**config.mk**
```make
export PLATFORM = sky130hd
export DESIGN_NAME = alu_uart_sequencer
export DESIGN_NICKNAME = d
export VERILOG_FILES = /design/src/rtl/alu_uart_sequencer_pkg.sv /design/src/rtl/alu_uart_sequencer_nibble_to_ascii.sv /design/src/rtl/alu_uart_sequencer.sv
export SDC_FILE = /design/constraint.sdc
export NUM_CORES = 1
export LEC_CHECK = 0
export ABC_AREA = 0
export CELL_PAD_IN_SITES_DETAIL_PLACEMENT = 0
export CELL_PAD_IN_SITES_GLOBAL_PLACEMENT = 1
export CORE_ASPECT_RATIO = 1.2
export CORE_MARGIN = 5
export CORE_UTILIZATION = 27
export CTS_CLUSTER_SIZE = 14
export DETAILED_ROUTE_END_ITERATION = 6
export PLACE_DENSITY = 0.67
export SYNTH_ARGS = -nofsm -noshare
export SYNTH_HDL_FRONTEND = slang
export SYNTH_SLANG_ARGS = --single-unit
export TNS_END_PERCENT = 20
```
**constraint.sdc**
```tcl
create_clock -name clk -period 4.7 [get_ports clk]
set_input_delay 0.705 -clock clk [delete_from_list [all_inputs] [get_ports clk]]
set_output_delay 0.705 -clock clk [all_outputs]
set_load 0.05 [all_outputs]
```
**src/rtl/alu_uart_sequencer_pkg.sv**
```systemverilog
// Shared definitions for the ALU/UART frame sequencer and the ALU it drives:
// the FSM state encoding, the ASCII characters used in replies, and the ALU opcodes.
package alu_uart_sequencer_pkg;

   typedef enum logic [3:0] {
      ST_GET_A,
      ST_GET_B,
      ST_GET_OP,
      ST_EXEC,
      ST_SEND_HI,
      ST_WAIT_HI,
      ST_SEND_LO,
      ST_WAIT_LO,
      ST_SEND_NL,
      ST_WAIT_NL
   } seq_state_t;

   localparam logic [7:0] ASCII_0  = 8'h30;
   localparam logic [7:0] ASCII_A  = 8'h41;
   localparam logic [7:0] ASCII_LF = 8'h0A;

   localparam logic [5:0] OP_ADD = 6'b100000;
   localparam logic [5:0] OP_SUB = 6'b100010;
   localparam logic [5:0] OP_AND = 6'b100100;
   localparam logic [5:0] OP_OR  = 6'b100101;
   localparam logic [5:0] OP_XOR = 6'b100110;
   localparam logic [5:0] OP_SRA = 6'b000011;
   localparam logic [5:0] OP_SRL = 6'b000010;
   localparam logic [5:0] OP_NOR = 6'b100111;

endpackage

```
**src/rtl/alu_uart_sequencer_nibble_to_ascii.sv**
```systemverilog
// Converts one 4-bit value into its uppercase ASCII hex character.
module nibble_to_ascii
   import alu_uart_sequencer_pkg::*;
(
   input  logic [3:0] nibble,
   output logic [7:0] ascii
);

   // Digits map onto '0'..'9', values 10..15 onto 'A'..'F'.
   always_comb begin
      if (nibble < 4'd10) begin
         ascii = ASCII_0 + {4'h0, nibble};
      end else begin
         ascii = ASCII_A + {4'h0, nibble} - 8'd10;
      end
   end

endmodule

```
**src/rtl/alu_uart_sequencer.sv**
```systemverilog
// Frame sequencer: collects operand A, operand B and opcode bytes from the UART
// receiver, drives the ALU, and replies with the result as two hex characters
// plus a line feed through the transmitter start/done handshake.
module alu_uart_sequencer
   import alu_uart_sequencer_pkg::*;
#(
   parameter int TIMEOUT_TICKS = 1_000_000,
   parameter int DBIT          = 8
)
(
   input  logic            clk,
   input  logic            reset,
   input  logic            rx_done_tick,
   input  logic [DBIT-1:0] rx_data,
   output logic [DBIT-1:0] alu_a,
   output logic [DBIT-1:0] alu_b,
   output logic [5:0]      alu_op,
   input  logic [DBIT-1:0] alu_result,
   output logic            tx_start,
   output logic [7:0]      tx_data,
   input  logic            tx_done_tick,
   output logic            busy,
   output logic            overrun,
   output logic            timeout
);

   localparam int CW = (TIMEOUT_TICKS > 1) ? $clog2(TIMEOUT_TICKS) : 1;
   localparam logic [CW-1:0] LAST_COUNT = CW'(TIMEOUT_TICKS - 1);

   seq_state_t      state, state_next;
   logic [DBIT-1:0] a_next, b_next, result_reg, result_next;
   logic [5:0]      op_next;
   logic [CW-1:0]   count, count_next;
   logic            overrun_next;
   logic            transmitting;
   logic [3:0]      nibble_sel;
   logic [7:0]      nibble_ascii;

   // State, operand, result, inter-byte counter and sticky overrun registers.
   always_ff @(posedge clk) begin
      if (reset) begin
         state      <= ST_GET_A;
         alu_a      <= '0;
         alu_b      <= '0;
         alu_op     <= '0;
         result_reg <= '0;
         count      <= '0;
         overrun    <= 1'b0;
      end else begin
         state      <= state_next;
         alu_a      <= a_next;
         alu_b      <= b_next;
         alu_op     <= op_next;
         result_reg <= result_next;
         count      <= count_next;
         overrun    <= overrun_next;
      end
   end

   // Next-state logic: byte collection with inter-byte timeout, then the
   // three-character reply, each character sent once and then awaited.
   always_comb begin
      state_next   = state;
      a_next       = alu_a;
      b_next       = alu_b;
      op_next      = alu_op;
      result_next  = result_reg;
      count_next   = '0;
      overrun_next = overrun;
      tx_start     = 1'b0;
      timeout      = 1'b0;
      case (state)
         ST_GET_A: begin
            if (rx_done_tick) begin
               a_next     = rx_data;
               state_next = ST_GET_B;
            end
         end
         ST_GET_B: begin
            if (rx_done_tick) begin
               b_next     = rx_data;
               state_next = ST_GET_OP;
            end else if (count == LAST_COUNT) begin
               timeout    = 1'b1;
               state_next = ST_GET_A;
            end else begin
               count_next = count + CW'(1);
            end
         end
         ST_GET_OP: begin
            if (rx_done_tick) begin
               op_next    = rx_data[5:0];
               state_next = ST_EXEC;
            end else if (count == LAST_COUNT) begin
               timeout    = 1'b1;
               state_next = ST_GET_A;
            end else begin
               count_next = count + CW'(1);
            end
         end
         ST_EXEC: begin
            result_next = alu_result;
            state_next  = ST_SEND_HI;
         end
         ST_SEND_HI: begin
            tx_start   = 1'b1;
            state_next = ST_WAIT_HI;
         end
         ST_WAIT_HI: begin
            if (tx_done_tick) state_next = ST_SEND_LO;
         end
         ST_SEND_LO: begin
            tx_start   = 1'b1;
            state_next = ST_WAIT_LO;
         end
         ST_WAIT_LO: begin
            if (tx_done_tick) state_next = ST_SEND_NL;
         end
         ST_SEND_NL: begin
            tx_start   = 1'b1;
            state_next = ST_WAIT_NL;
         end
         ST_WAIT_NL: begin
            if (tx_done_tick) state_next = ST_GET_A;
         end
         default: begin
            state_next = ST_GET_A;
         end
      endcase
      if (rx_done_tick && transmitting) begin
         overrun_next = 1'b1;
      end
   end

   assign busy         = (state != ST_GET_A);
   assign transmitting = (state != ST_GET_A) && (state != ST_GET_B) && (state != ST_GET_OP);
   assign nibble_sel   = ((state == ST_SEND_HI) || (state == ST_WAIT_HI)) ? result_reg[7:4]
                                                                          : result_reg[3:0];

   nibble_to_ascii u_nibble_to_ascii (
      .nibble (nibble_sel),
      .ascii  (nibble_ascii)
   );

   // The outgoing character follows the reply state so it stays put from
   // tx_start until the transmitter reports done; idle states present zero.
   always_comb begin
      tx_data = 8'h00;
      case (state)
         ST_SEND_HI, ST_WAIT_HI, ST_SEND_LO, ST_WAIT_LO: tx_data = nibble_ascii;
         ST_SEND_NL, ST_WAIT_NL:                         tx_data = ASCII_LF;
         default:                                        tx_data = 8'h00;
      endcase
   end

endmodule

```
Word level (Yosys, flattened, before mapping):

Index checks and enable logic that the tools add are counted.

* add/subtract/negate cells: 4
* $lt $le $gt $ge: 1
* bitwise operators: 1
* mux-type cells: 15
* reductions and logical operators: 15
* equality and inequality tests: 16

Operators by type and width (number)
* $pmux W4 S10: 1
* $mux W4: 8
* $add A20 B1 Y20 const B: 1
* $eq A20 B20 Y1 const B: 1
* $eq A4 B3 Y1 const B: 4
* $pmux W8 S2: 1
* $add A7 B4 Y8 const A: 1
* $eq A4 B2 Y1 const B: 2
* $eq A4 B4 Y1 const B: 2
* $mux W8: 1
* $ne A2 B2 Y1 const B: 4
* $reduce_or A4 Y1: 2
* $sub A8 B4 Y8 const B: 1
* $add A6 B4 Y7 const A: 1
* $reduce_and A2 Y1: 3
* $eq A4 B1 Y1 const B: 1
* $logic_not A4 Y1: 1
* $lt A4 B4 Y1 const B: 1
* $mux W1: 4
* $ne A4 B1 Y1 const B: 1
* $ne A4 B2 Y1 const B: 1
* $reduce_and A4 Y1: 1
* $reduce_bool A4 Y1: 1
* $reduce_or A2 Y1: 2
* other kinds (4): 6

* input port bits: 20
* bits in registers: 55
* logic and storage cells: 59

Longest topological paths before layout:

* depth after elaboration: 7
* depth in mapped cells: 7
* mapped depth without buffers: 6

Hierarchy:

Synthesis repeated with hierarchy kept, for this count alone.

* cell total of the unflattened synthesis: 286
* area total of the unflattened synthesis: 2587.5 um^2

By module, submodules not included
* alu_uart_sequencer: seq. area each 1101.1 um^2, cells each 270, area each 2482.4 um^2, times used 1
* nibble_to_ascii: seq. area each 0.0 um^2, cells each 16, area each 105.1 um^2, times used 1

Worst setup path after synthesis:

OpenSTA, ideal clock, no wires.

* path type: flip-flop to output port
* start: reg state[1]
* end: out tx_data[2]
* buffers on the path: 1
* setup slack: 1.289 ns
* stages on the path, launching flop included: 8
* arrival: 2.706 ns
* cell sequence: dfxtp_1 > clkbuf_1 > nor3b_2 > mux2i_1 > ha_1 > inv_1 > o21ai_0 > nor3b_1

* cells in the longest elaborated chain, start to end: 7

Ends and longest elaborated chain
* start: declaration: RTL line alu_uart_sequencer.sv:30 `seq_state_t state, state_next;`
* start signal: assignment: RTL line alu_uart_sequencer.sv:50 `state <= state_next;`
* $eq A4 B3 Y1: RTL line alu_uart_sequencer.sv:137, alu_uart_sequencer.sv:149
* $logic_or A1 B1 Y1: RTL line alu_uart_sequencer.sv:137 `assign nibble_sel = ((state == ST_SEND_HI) || (state == ST_WAIT_HI)) ? result_reg[7:4]`
* $mux W4: RTL line alu_uart_sequencer.sv:137
* $add A7 B4 Y8: RTL line alu_uart_sequencer_nibble_to_ascii.sv:14 `ascii = ASCII_A + {4'h0, nibble} - 8'd10;`
* $sub A8 B4 Y8: RTL line alu_uart_sequencer_nibble_to_ascii.sv:14
* $mux W8: RTL line alu_uart_sequencer_nibble_to_ascii.sv:11 `if (nibble < 4'd10) begin`
* $pmux W8 S2 *: RTL line alu_uart_sequencer.sv:149 `case (state)`
* end: declaration: RTL line alu_uart_sequencer.sv:20 `output logic [7:0] tx_data,`

Mark *: on every way between the ends. The rest lies on a longest branch, timed or not.

Final worst setup path:

* start: reg state[2]
* end: out tx_data[2]

The elaborated chain is that of the path after synthesis.

==> out/qor.csv <==
metric,value,unit
status,"finished, final reports clean",
# fillers,969,
Syn Std Cell Area,0.002550,mm^2
CP endpoint kind,output pin,
post-synthesis xor/xnor area fraction,0.04809,
TritonCTS clock tree,yes,
Simple-Gate Fraction of Synth Area,0.2414,
DRT Wirelength,6136,um
Cells after Synth,287,
Slew HR,0.4616,
TNS Setup,0,ps
Fin. Hold Viols,0,
Most Crowded Layer GR,met2,
DR iter-0 viols,75,
fraction of synthesized area in multiplexers,0.1457,
GRT Overall Usage,0.1117,
Remaining DRCs,0,
GP Congestion,0.7604,
Initial Util,0.2793,
Clk Tree Root Cell,clkbuf_8,
half-perimeter wire length after placement,4526,um
Max-cap violations,0,
clk sinks,55,
Crit Path Max Fanout,11,
Hold WC Path Type,flip-flop to flip-flop,
met3 usage,0.04898,
Critical Path Slowest Stage Cell,clkdlybuf4s50_1,
clock-pin slew on the worst setup and hold paths,110,ps
GR Util met1,0.1287,
main flop type after synthesis,dfxtp_1,
remaining global-route overflow,0,
cts bufs inserted,5,
ANT cells,0,
area of the die,0.01150,mm^2
Critical Path Source Type,flip-flop,
WP buf/inv,2,
clk_skew,12.85,ps
IO Port Bufs,52,
Peak VDD IR,0.0001596,V
layout cells sized above 1,0.05105,
Max Slew Vio Count,0,
Top Ports,54,
clk_lat worst skew,320,ps
DR WL/cell,13.55,um
sequential share of the synthesized area,0.4318,
final core utilization,0.3596,
max reg flops,20,
post-CTS setup buffers,0,
# rows,38,
synthesis warning total,0,
DR vias,2151,
fraction of registers with async set or reset after synthesis,0,
Setup Viol. Count Final,0,
crit path DAT,3140,ps
first-pass GRT wire length,10520,um
H-tree Lvls,2,
die span in y,116.5,um
FMAX,260.3,MHz
Routed Antenna Nets,0,
"Cell Chain, Critical Path",nor3b_2 > mux2i_1 > ha_1 > inv_1 > o21ai_0 > nor3b_1 > clkdlybuf4s50_1,
largest family of logic cells by synthesized area,simple AND/OR/NAND/NOR gates,
Core ar.,0.009129,mm^2
Compound-Gate Fraction of Synth Area,0.08636,
number of global-route vias before repair,2205,
CP top delay family,buffers and inverters,
hold_buf cts,0,
post-route minimum period,3841,ps
RSZ-0062 raised after global routing,no,
Largest Register,count,
mean area per synthesized cell,8.885,um^2
Final #Nets,354,
Hold Slack,491.0,ps
initial antenna violation count,0,
Seq cells post-synth,55,
slew of the pin with the lowest slew margin,807.5,ps
number of cells on the critical path,7,
FF-to-FF path depth,4,
Final Cycle Share,0.8173,
Max clock buf depth,2,
Layout area overhead,28.75,%
Lkg Pwr,1.201,nW
Vias/cell,4.748,
Hold Crit Depth,2,
CP max stage delay,830,ps
"Data required, critical path",3990,ps
DR pass1 iterations,4,
pwr dens,309.6,mW/mm^2
Post-Syn Nets,309,
Synth Area in Adders,0.009814,
kind of critical path,flip-flop to output pin,
post-synth cell types,46,
M2 GR Usage,0.1912,
total power,1.017,mW
Chip Width,98.72,um
Post-synth EDFFs,0,
# resized after CTS,0,
pin count of the biggest net entering global routing,36,
==> final timing paths <==
kind / start / endpoint / slack, ps
max: state[2] / tx_data[2] / 860
min: overrun / overrun / 490
max reg2reg: count[9] / count[3] / 2710
min reg2reg: overrun / overrun / 490
==> synthesized netlist by cell type (2+ instances only) <==
cell type / number / area share
nor4_1: 6 / 0.015
nor3b_1: 2 / 0.0059
mux2i_1: 36 / 0.14
nand3_1: 11 / 0.022
and3_1: 5 / 0.012
or3_1: 5 / 0.012
nor2b_1: 2 / 0.0049
nor3_1: 7 / 0.014
a2111oi_0: 2 / 0.0069
buf_2: 3 / 0.0059
dfxtp_1: 55 / 0.43
o21ai_0: 5 / 0.0098
ha_1: 2 / 0.0098
inv_1: 7 / 0.010
nand4_1: 6 / 0.015
nor2_1: 51 / 0.075
clkbuf_1: 11 / 0.016
xor2_1: 5 / 0.017
a21oi_1: 14 / 0.027
or4_1: 3 / 0.0088
nand2_1: 12 / 0.018
o31ai_1: 4 / 0.012
o21ai_1: 2 / 0.0039
xnor2_1: 9 / 0.031
==> layer usage <==
| metal | up-vias | wire (um) |
|---|---|---|
| li1 | 1111 | - |
| met1 | 986 | 2743 |
| met2 | 50 | 2902 |
| met3 | 4 | 435 |
| met4 | 0 | 54 |
| met5 | - | 0 |
==> placed cells by master (no fill, tap or decap), drive strengths merged, types with 3 or more instances in the layout <==
cell type      Yosys  routed
a21oi             14      14
xnor2              9       9
clkbuf            11       5
inv                7       9
nand4              7       7
o31ai              4       4
xor2               5       5
nor3               8       8
and3               6       6
nand3             12      12
clkdlybuf4s50      0      52
or3                5       5
or4                3       3
nor4               6       6
nor3b              3       3
o21ai              8       8
nand2             12      12
mux2i             36      36
nor2              51      51
dfxtp             55      55
==> worst min-delay path, stage by stage (launching register included) <==
cell     delay (ps)
dfxtp_1         350
a21oi_1          40
nor2_1           70
==> kinds of logic after synthesis <==
family,count (synthesis)
AOI/OAI and AO/OA,35
xor gates and xnor gates,14
adders and majority gates,2
buffers and inverters,22
DFF,55
muxes,37
other,1
and+or+nand+nor,121
==> per-stage QoR <==
stage	instances	setup WS, ps	cell area, um^2
after floorplan	287	1289	2550
after global placement	445	1204	3164
after detailed placement	445	1199	3164
after CTS	453	827.1	3283
after global routing	453	573.7	3283
final	453	858.9	3283
==> where the power goes <==
group	total, mW	internal, mW	switching [mW]	leakage (nW)
clock network	0.336	0.165	0.171	0.0607
logic	0.182	0.0713	0.110	0.695
registers	0.499	0.483	0.0168	0.445
==> area by class of cell <==
class | count | area [um^2] | area share
sequential | 55 | 1101 | 0.3354
clock inverter | 3 | 50.05 | 0.01524
tap | 120 | 150.1 | 0.04573
multi-input combinational | 210 | 1359 | 0.4139
timing repair buffer | 53 | 528.0 | 0.1608
inverter | 7 | 26.28 | 0.008003
clock buffer | 5 | 68.82 | 0.02096
(Power assumes the default switching activity.)
